===== src/rtl/length_match_scorer_pkg.sv =====
// Shared definitions for the length match scorer: tile geometry, score width,
// FSM state encoding, result payload and the row-slice helper.
package length_match_scorer_pkg;

   localparam int unsigned TILE_W    = 256;
   localparam int unsigned ROW_W     = 16;
   localparam int unsigned NUM_ROWS  = 16;
   localparam int unsigned SCORE_W   = 9;
   localparam int unsigned ROW_IDX_W = 4;
   localparam int unsigned ROW_CNT_W = 5;

   typedef enum logic [1:0] {
      ST_IDLE    = 2'd0,
      ST_SCORE_Q = 2'd1,
      ST_SCORE_H = 2'd2,
      ST_DONE    = 2'd3
   } state_t;

   typedef struct packed {
      logic               half;
      logic               miss;
      logic [SCORE_W-1:0] score;
   } result_t;

   // Row r occupies bits [TILE_W-1-ROW_W*r -: ROW_W]; row 0 is the MSB row.
   function automatic logic [ROW_W-1:0] row_slice(input logic [TILE_W-1:0]    vec,
                                                  input logic [ROW_IDX_W-1:0] r);
      int unsigned base;
      base = (NUM_ROWS - 1 - 32'(r)) * ROW_W;
      return vec[base +: ROW_W];
   endfunction

endpackage


===== src/rtl/row_match_count.sv =====
// Combinational per-row match counter: number of equal bit positions
// (XNOR popcount) between one tile row and one template row.
//   tile_row    : 16-bit row of the captured tile
//   tmpl_row    : 16-bit row of the selected template
//   match_cnt_c : 0..16 matching bits
module row_match_count
   import length_match_scorer_pkg::*;
(
   input  logic [ROW_W-1:0]     tile_row,
   input  logic [ROW_W-1:0]     tmpl_row,
   output logic [ROW_CNT_W-1:0] match_cnt_c
);

   logic [ROW_W-1:0] eq_bits;

   assign eq_bits = ~(tile_row ^ tmpl_row);

   // Popcount of the equality mask.
   always_comb begin
      match_cnt_c = '0;
      for (int i = 0; i < ROW_W; i++) begin
         match_cnt_c = match_cnt_c + ROW_CNT_W'(eq_bits[i]);
      end
   end

endmodule


===== src/rtl/length_match_scorer.sv =====
// Scores one captured 16x16 note tile against the quarter and half length
// templates (one row per cycle, quarter first), then reports the better length.
// Ports:
//   clk, rst_n         : clock, asynchronous active-low reset
//   tile_in/valid/ready: tile capture handshake (accepted only in IDLE)
//   tmpl_sel           : length mux select, 0=quarter, 1=half
//   tmpl_map           : template returned by the mux for the current tmpl_sel
//   result_valid/ready : result handshake
//   result_half        : 1 when half beats quarter (tie -> quarter)
//   result_miss        : winning score below MIN_SCORE
//   result_score       : winning score 0..256
// Optional (LEN_MATCH_SCORES_EN defined): score_q / score_h export both final
// accumulators alongside the result.
module length_match_scorer
   import length_match_scorer_pkg::*;
#(
   parameter int unsigned MIN_SCORE = 200
) (
   input  logic               clk,
   input  logic               rst_n,
   input  logic [TILE_W-1:0]  tile_in,
   input  logic               tile_valid,
   output logic               tile_ready,
   output logic               tmpl_sel,
   input  logic [TILE_W-1:0]  tmpl_map,
   output logic               result_valid,
   input  logic               result_ready,
   output logic               result_half,
   output logic               result_miss,
   output logic [SCORE_W-1:0] result_score
`ifdef LEN_MATCH_SCORES_EN
   ,
   output logic [SCORE_W-1:0] score_q,
   output logic [SCORE_W-1:0] score_h
`endif
);

   state_t                 state_q, state_d;
   logic [ROW_IDX_W-1:0]   row_q;
   logic [TILE_W-1:0]      tile_q;
   logic [SCORE_W-1:0]     acc_quarter, acc_half;
   logic [ROW_CNT_W-1:0]   row_cnt_c;
   logic [SCORE_W-1:0]     acc_quarter_sum_c, acc_half_sum_c;
   logic                   row_last_c;
   logic                   tile_ready_d, tmpl_sel_d, result_valid_d;
   result_t                res_c;

   row_match_count u_row_match_count (
      .tile_row    (row_slice(tile_q, row_q)),
      .tmpl_row    (row_slice(tmpl_map, row_q)),
      .match_cnt_c (row_cnt_c)
   );

   assign row_last_c        = (row_q == ROW_IDX_W'(NUM_ROWS - 1));
   assign acc_quarter_sum_c = acc_quarter + SCORE_W'(row_cnt_c);
   assign acc_half_sum_c    = acc_half + SCORE_W'(row_cnt_c);

   // Decision on the last half row, using the half accumulator including that row.
   always_comb begin
      res_c       = '0;
      res_c.half  = (acc_half_sum_c > acc_quarter);
      res_c.score = res_c.half ? acc_half_sum_c : acc_quarter;
      res_c.miss  = (res_c.score < SCORE_W'(MIN_SCORE));
   end

   // Next state, and handshake/select outputs decoded from the next state so
   // their registered copies track the state register exactly.
   always_comb begin
      state_d        = state_q;
      tile_ready_d   = 1'b0;
      tmpl_sel_d     = 1'b0;
      result_valid_d = 1'b0;
      case (state_q)
         ST_IDLE:    if (tile_valid)   state_d = ST_SCORE_Q;
         ST_SCORE_Q: if (row_last_c)   state_d = ST_SCORE_H;
         ST_SCORE_H: if (row_last_c)   state_d = ST_DONE;
         ST_DONE:    if (result_ready) state_d = ST_IDLE;
         default:                      state_d = ST_IDLE;
      endcase
      tile_ready_d   = (state_d == ST_IDLE);
      tmpl_sel_d     = (state_d == ST_SCORE_H);
      result_valid_d = (state_d == ST_DONE);
   end

   // State register and handshake outputs.
   always_ff @(posedge clk or negedge rst_n) begin
      if (!rst_n) begin
         state_q      <= ST_IDLE;
         tile_ready   <= 1'b1;
         tmpl_sel     <= 1'b0;
         result_valid <= 1'b0;
      end else begin
         state_q      <= state_d;
         tile_ready   <= tile_ready_d;
         tmpl_sel     <= tmpl_sel_d;
         result_valid <= result_valid_d;
      end
   end

   // Datapath: tile capture, row walk, accumulation and result register.
   always_ff @(posedge clk or negedge rst_n) begin
      if (!rst_n) begin
         tile_q       <= '0;
         row_q        <= '0;
         acc_quarter  <= '0;
         acc_half     <= '0;
         result_half  <= 1'b0;
         result_miss  <= 1'b0;
         result_score <= '0;
`ifdef LEN_MATCH_SCORES_EN
         score_q      <= '0;
         score_h      <= '0;
`endif
      end else begin
         case (state_q)
            ST_IDLE: begin
               if (tile_valid) begin
                  tile_q      <= tile_in;
                  row_q       <= '0;
                  acc_quarter <= '0;
                  acc_half    <= '0;
               end
            end
            ST_SCORE_Q: begin
               acc_quarter <= acc_quarter_sum_c;
               row_q       <= row_q + ROW_IDX_W'(1);
            end
            ST_SCORE_H: begin
               acc_half <= acc_half_sum_c;
               row_q    <= row_q + ROW_IDX_W'(1);
               if (row_last_c) begin
                  result_half  <= res_c.half;
                  result_miss  <= res_c.miss;
                  result_score <= res_c.score;
`ifdef LEN_MATCH_SCORES_EN
                  score_q      <= acc_quarter;
                  score_h      <= acc_half_sum_c;
`endif
               end
            end
            default: ;
         endcase
      end
   end

endmodule

===== config.mk =====
export PLATFORM = sky130hd
export DESIGN_NAME = length_match_scorer
export DESIGN_NICKNAME = d
export VERILOG_FILES = /design/src/rtl/length_match_scorer_pkg.sv /design/src/rtl/row_match_count.sv /design/src/rtl/length_match_scorer.sv
export SDC_FILE = /design/constraint.sdc
export NUM_CORES = 1
export LEC_CHECK = 0
export ABC_AREA = 1
export BUFFER_PORTS_ARGS = -buffer_cell sky130_fd_sc_hd__buf_2
export CAP_MARGIN = 20
export CORE_AREA = 2 2 207 209
export CTS_BUF_LIST = sky130_fd_sc_hd__clkbuf_4 sky130_fd_sc_hd__clkbuf_8
export CTS_CLUSTER_DIAMETER = 60
export CTS_CLUSTER_SIZE = 25
export DETAILED_ROUTE_END_ITERATION = 12
export DIE_AREA = 0 0 209 211
export PLACE_DENSITY = 0.66
export SLEW_MARGIN = 5
export SYNTH_ARGS = -nofsm -noshare
export SYNTH_HDL_FRONTEND = slang
export SYNTH_SLANG_ARGS = --single-unit

===== constraint.sdc =====
create_clock -name clk -period 11.37 [get_ports clk]
set_clock_uncertainty 0.05 [all_clocks]
set_input_delay 1.137 -clock clk [delete_from_list [all_inputs] [get_ports clk]]
set_output_delay 1.137 -clock clk [all_outputs]
set_load 0.02 [all_outputs]

* Yosys cells after proc, flatten, opt, wreduce, memory -nomap -nowiden
Index checks and enable logic that the tools add are counted.
** Cells by class
- Bitwise operators :: 2
- Divide/modulo/power cells :: 0
- Multipliers :: 0
- Eq/ne operators :: 7
- Shifts and indexed selects :: 2
- Add/sub/neg operators :: 19
- Order comparisons :: 2
- Reductions and logical operators :: 11
- Muxes and demuxes :: 11
** Operator list (count)
- $shiftx A256 B33 Y16 :: 2
- $add A5 B1 Y5 :: 14
- $pmux W9 S2 :: 2
- $add A9 B5 Y9 :: 2
- $mux W9 :: 2
- $not A16 Y16 :: 1
- $xor A16 B16 Y16 :: 1
- $reduce_and A2 Y1 :: 5
- $gt A9 B9 Y1 :: 1
- $lt A9 B8 Y1 const B :: 1
- $eq A2 B2 Y1 const B :: 4
- $mux W2 :: 4
- $pmux W2 S4 :: 1
- $pmux W4 S2 :: 1
- $reduce_bool A2 Y1 :: 3
- $sub A4 B4 Y5 const A :: 1
- $add A4 B1 Y4 const B :: 1
- $eq A4 B4 Y1 const B :: 1
- $logic_not A2 Y1 :: 2
- $mux W4 :: 1
- $add A1 B1 Y2 :: 1
- $eq A2 B1 Y1 const B :: 1
- $ne A2 B2 Y1 const B :: 1
- $reduce_or A2 Y1 :: 1
** Storage, ports and cells
- Output and inout port bits :: 14
- Latch bits :: 0
- Bits in writable memories :: 0
- Register bits after elaboration :: 294
- Word-level logic and storage cells :: 65
- ROM bits :: 0
- Memories :: 0
- Bits of input ports :: 516

* Depth between registers and ports, before layout
- Word-level depth :: 23
- Mapped depth :: 44

* Hierarchy
Synthesis repeated with hierarchy kept, for this count alone.
** Unflattened totals
- Cells, all modules :: 2284
- Area total of the unflattened synthesis :: 17110.2 um^2
** By module, submodules not included
- length_match_scorer :: cells each 2229, area each 16604.7 um^2, instances 1, seq. area each 7358.3 um^2
- row_match_count :: cells each 55, area each 505.5 um^2, instances 1, seq. area each 0.0 um^2

* Least setup slack after synthesis
No wires, ideal clock.
- Path kind :: input to register
- Start point :: input port tmpl_map[33]
- End point :: register result_miss
- Required time :: 11203 ps
- Stages on the path :: 35
- Setup time :: 117 ps
- Data arrival time :: 7226 ps
- Slack :: 3978 ps
- Buffers on the path :: 0
- Path through :: o21ai_0 -> o22ai_1 -> nand2_1 -> nand2_1 -> o21bai_1 -> xor2_1 -> ha_1 -> inv_1 -> fa_1 -> fa_1 -> fa_1 -> inv_1 -> fa_1 -> fa_1 -> inv_1 -> fa_1 -> fa_1 -> inv_1 -> nand2_1 -> nand3_1 -> nand4_1 -> nand2_1 -> inv_1 -> ha_1 -> nand2_1 -> nor2_1 -> nand3_1 -> nand3_1 -> nand2_1 -> nand2_1 -> nand2_1 -> nor2_1 -> nand2_1 -> nand2_1 -> nand2_1
** Between the ends
- Cells in the longest elaborated chain, start to end :: 22
** RTL lines
- start: declaration :: line length_match_scorer.sv:25 : input logic [TILE_W-1:0] tmpl_map,
- $shiftx A256 B33 Y16 (*) :: line length_match_scorer_pkg.sv:30 : return vec[base +: ROW_W];
- $xor A16 B16 Y16 (*) :: line row_match_count.sv:16 : assign eq_bits = ~(tile_row ^ tmpl_row);
- $not A16 Y16 (*) :: line row_match_count.sv:16
- $add A1 B1 Y2 (*) :: line row_match_count.sv:22 : match_cnt_c = match_cnt_c + ROW_CNT_W'(eq_bits[i]);
- $add A5 B1 Y5 (*) (14 in series) :: line row_match_count.sv:22
- $add A9 B5 Y9 (*) :: line length_match_scorer.sv:56 : assign acc_half_sum_c = acc_half + SCORE_W'(row_cnt_c);
- $gt A9 B9 Y1 :: line length_match_scorer.sv:61 : res_c.half = (acc_half_sum_c > acc_quarter);
- $mux W9 (*) :: line length_match_scorer.sv:62 : res_c.score = res_c.half ? acc_half_sum_c : acc_quarter;
- $lt A9 B8 Y1 (*) :: line length_match_scorer.sv:63 : res_c.miss = (res_c.score < SCORE_W'(MIN_SCORE));
- end signal: assignment :: line length_match_scorer.sv:133 : result_miss <= res_c.miss;
- end: declaration :: line length_match_scorer.sv:29 : output logic result_miss,
Mark *: on every way between the ends. The rest lies on a longest branch, timed or not.
A chain may end at the register's enable or synchronous reset.

* Final worst setup path
- Start point :: register row_q[0]
- End point :: register result_miss
** Between the ends
- Cells in the longest elaborated chain, start to end :: 23
- Elaborated cells between the ends (all ways) :: 26
- Those cells by class :: add/sub: 17; order compare: 2; eq/ne: 1; shift: 2; mux: 1; bitwise: 2; reduce/logical: 1
** RTL lines
- start: declaration :: line length_match_scorer.sv:39 : logic [ROW_IDX_W-1:0] row_q;
- start signal: assignment :: line length_match_scorer.sv:126 : row_q <= row_q + ROW_IDX_W'(1);
- start signal: assignment :: line length_match_scorer.sv:130 : row_q <= row_q + ROW_IDX_W'(1);
- $sub A4 B4 Y5 :: line length_match_scorer_pkg.sv:29 : base = (NUM_ROWS - 1 - 32'(r)) * ROW_W;
- $shiftx A256 B33 Y16 :: line length_match_scorer_pkg.sv:30
- $xor A16 B16 Y16 :: line row_match_count.sv:16
- $not A16 Y16 :: line row_match_count.sv:16
- $add A1 B1 Y2 :: line row_match_count.sv:22
- $add A5 B1 Y5 (14 in series) :: line row_match_count.sv:22
- $add A9 B5 Y9 :: line length_match_scorer.sv:56
- $gt A9 B9 Y1 :: line length_match_scorer.sv:61
- $mux W9 :: line length_match_scorer.sv:62
- $lt A9 B8 Y1 :: line length_match_scorer.sv:63
Several ways; a longest one is shown, not always the timed one.

==> impl_metrics.toml <==
[cts]
clk_path_buf_depth = 3
holdBufCountCts = 0
h-tree-depth = 1
cts_tree = "yes"
cts.sinks = 294
worstSkewPairLatency_ps = 650
numCtsBuffers = 29
clock-root-buffer = "clkbuf_8"
clkTransAtPathRegs_ps = 100
post_cts_buffers = 0
post_cts_resized = 0

[sta]
tns_ps = 0
tightest_slew_ps = 1000
finalHoldViolCount = 0
finalCritPeriodShare = 0.760
slew_headroom = 0.332
fin_ws_ps = 2730
finalSetupViolCount = 0
rsz0062_at_grt = "false"
period_needed_ps = 8640
clock.fmax_mhz = 116
drv_slew = 0

[detailed_routing]
ant_nets = 0
drcViolationCount = 0
wl_per_cell_um = 20.6
drt_wl_total_um = 70700
via_per_inst = 5.37
drtIter0Drc = 1812
first_pass_iters = 5
vias = 18400

[critical_path]
timing.critical_path.mode_cell = "nand2_1"
cp.required_ps = 11830
crit_fanout = 120
crit_slowest_cell = "buf_4"
reg2reg_from = "row_q[0]"
crit_type = "reg2reg"
end_kind = "flip-flop"
rrSetupSlack_ps = 2730
cp.arrival_ps = 9100
reg2reg_depth = 37
critPathLaunchType = "flip-flop"
slowest_delay_ps = 560
r2r-end = "result_miss"

[synth]
yosysWarnings = 0
synth_area_per_cell_um2 = 6.98
syn-cell-area_um2 = 17000
postSynthCellCount = 2430
yosysSeqAreaShare = 0.434
synth_fp_nets = 2987
synth.distinct_cells = 28
synth_seq_cells = 294

[cells_and_area]
nNetsFinal = 3408
regArea_um2 = 7370
area_delta_synth_final_pct = 21.3
fin_area_um2 = 20600
drive_gt1_frac = 0.214
multiInputGateArea_um2 = 8640
final_cells = 3438
fill_cells = 4333

[hold_path]
hold_class = "in2async"

[die]
start_util = 0.406
core_um2 = 41800
die_area_um2 = 44100
row_count = 75
io_pins = 530
dieWidth_um = 209
dieHeight_um = 211

[placement]
port_buffers = 529
dpl.hpwl_um = 52100
dpl_worst_slack_ps = 2720
place_area_um2 = 19800
place.gp.congestion = 0.934
dp.cells = 3358

[run]
maxCapViolations = 0

[global_route]
grt_first_pass_wirelength_um = 105000
track_usage = 0.313
grt_max_degree = 189
antenna_found_initial = 29
grt_pass1_vias = 17700
grt.overflow.total = 0

[status]
status = "finished, final reports clean"
## synthesized netlist by cell type, drive strengths merged
cell type / number / share of area
o21bai: 12 / 0.0053
xor2: 12 / 0.0062
ha: 29 / 0.021
fa: 12 / 0.014
o22ai: 82 / 0.030
dfrtp: 293 / 0.43
clkinv: 3 / 0.00066
buf: 45 / 0.014
a31oi: 17 / 0.0063
or2: 5 / 0.0018
nand3: 26 / 0.0077
nor2: 358 / 0.079
o211ai: 52 / 0.023
clkbuf: 114 / 0.025
o21ai: 291 / 0.086
nand4: 6 / 0.0022
a21oi: 21 / 0.0062
xnor2: 10 / 0.0052
nor3: 4 / 0.0012
inv: 75 / 0.017
nand2: 961 / 0.21
dfstp: 1 / 0.0016
a21boi: 1 / 0.00044
## cell usage in the layout (no fill, tap or decap), types with 19 or more instances in the layout
cell type,synthesis,final
buf_2,37,528
o22ai_1,82,82
o21ai_0,272,272
nand3_1,26,26
o211ai_1,52,52
o21ai_1,19,19
ha_1,29,29
nor2_1,358,357
diode_2,0,27
clkbuf_8,0,29
a21oi_1,21,21
nand2_1,961,960
inv_1,74,73
dfrtp_1,293,290
## critical path: cells and delay by family, from the launching register on
kind | cells | cell delay [ps]
adders and majority gates | 9 | 3440
and+or+nand+nor | 17 | 2010
buffers and inverters | 6 | 1260
AOI/OAI and AO/OA | 4 | 950
DFF | 1 | 530
xor gates and xnor gates | 1 | 170
## routing by layer
metal	GRT usage	routed length, um
met5	0	26
met4	0.171	3620
met3	0.0592	5660
met2	0.465	31400
met1	0.431	30000
## through the flow
step / hold WS [ps] / util
after floorplan: 394 / -
after global placement: 406 / 0.475
after detailed placement: 410 / 0.475
after CTS: 429 / 0.490
after global routing: 444 / 0.492
final: 430 / 0.493
## registers in the layout (all words and copies together) (netlist names)
register      flops
acc_quarter       9
result_miss       1
result_half       1
tile_ready        1
state_q           2
row_q             4
tmpl_sel          1
result_score      9
acc_half          9
result_valid      1
tile_q          256
## final cells by class
class	count	share of cell area
multi-input combinational	1899	0.420
sequential	294	0.358
timing repair buffer	549	0.139
tap	539	0.0328
clock buffer	30	0.0198
inverter	78	0.0150
clock inverter	22	0.0120
antenna	27	0.00328
## cell families after synthesis
group / Yosys count / synth area share
AOI/OAI and AO/OA: 476 / 0.157
and+or+nand+nor: 1360 / 0.305
DFF: 294 / 0.434
adders and majority gates: 41 / 0.0356
xor gates and xnor gates: 22 / 0.0114
buffers and inverters: 237 / 0.0565
## how the worst max path moves through the flow
stage	from	end	slack, ps
floorplan	tmpl_map[33]	result_miss	3980
global placement	row_q[0]	result_miss	2890
detailed placement	row_q[0]	result_miss	2720
CTS	row_q[0]	result_miss	2700
global route	row_q[0]	result_miss	2080
finish	row_q[0]	result_miss	2730
Power is not shown: default switching activity piles up to over one toggle a cycle in this logic, so the estimate is an artifact.
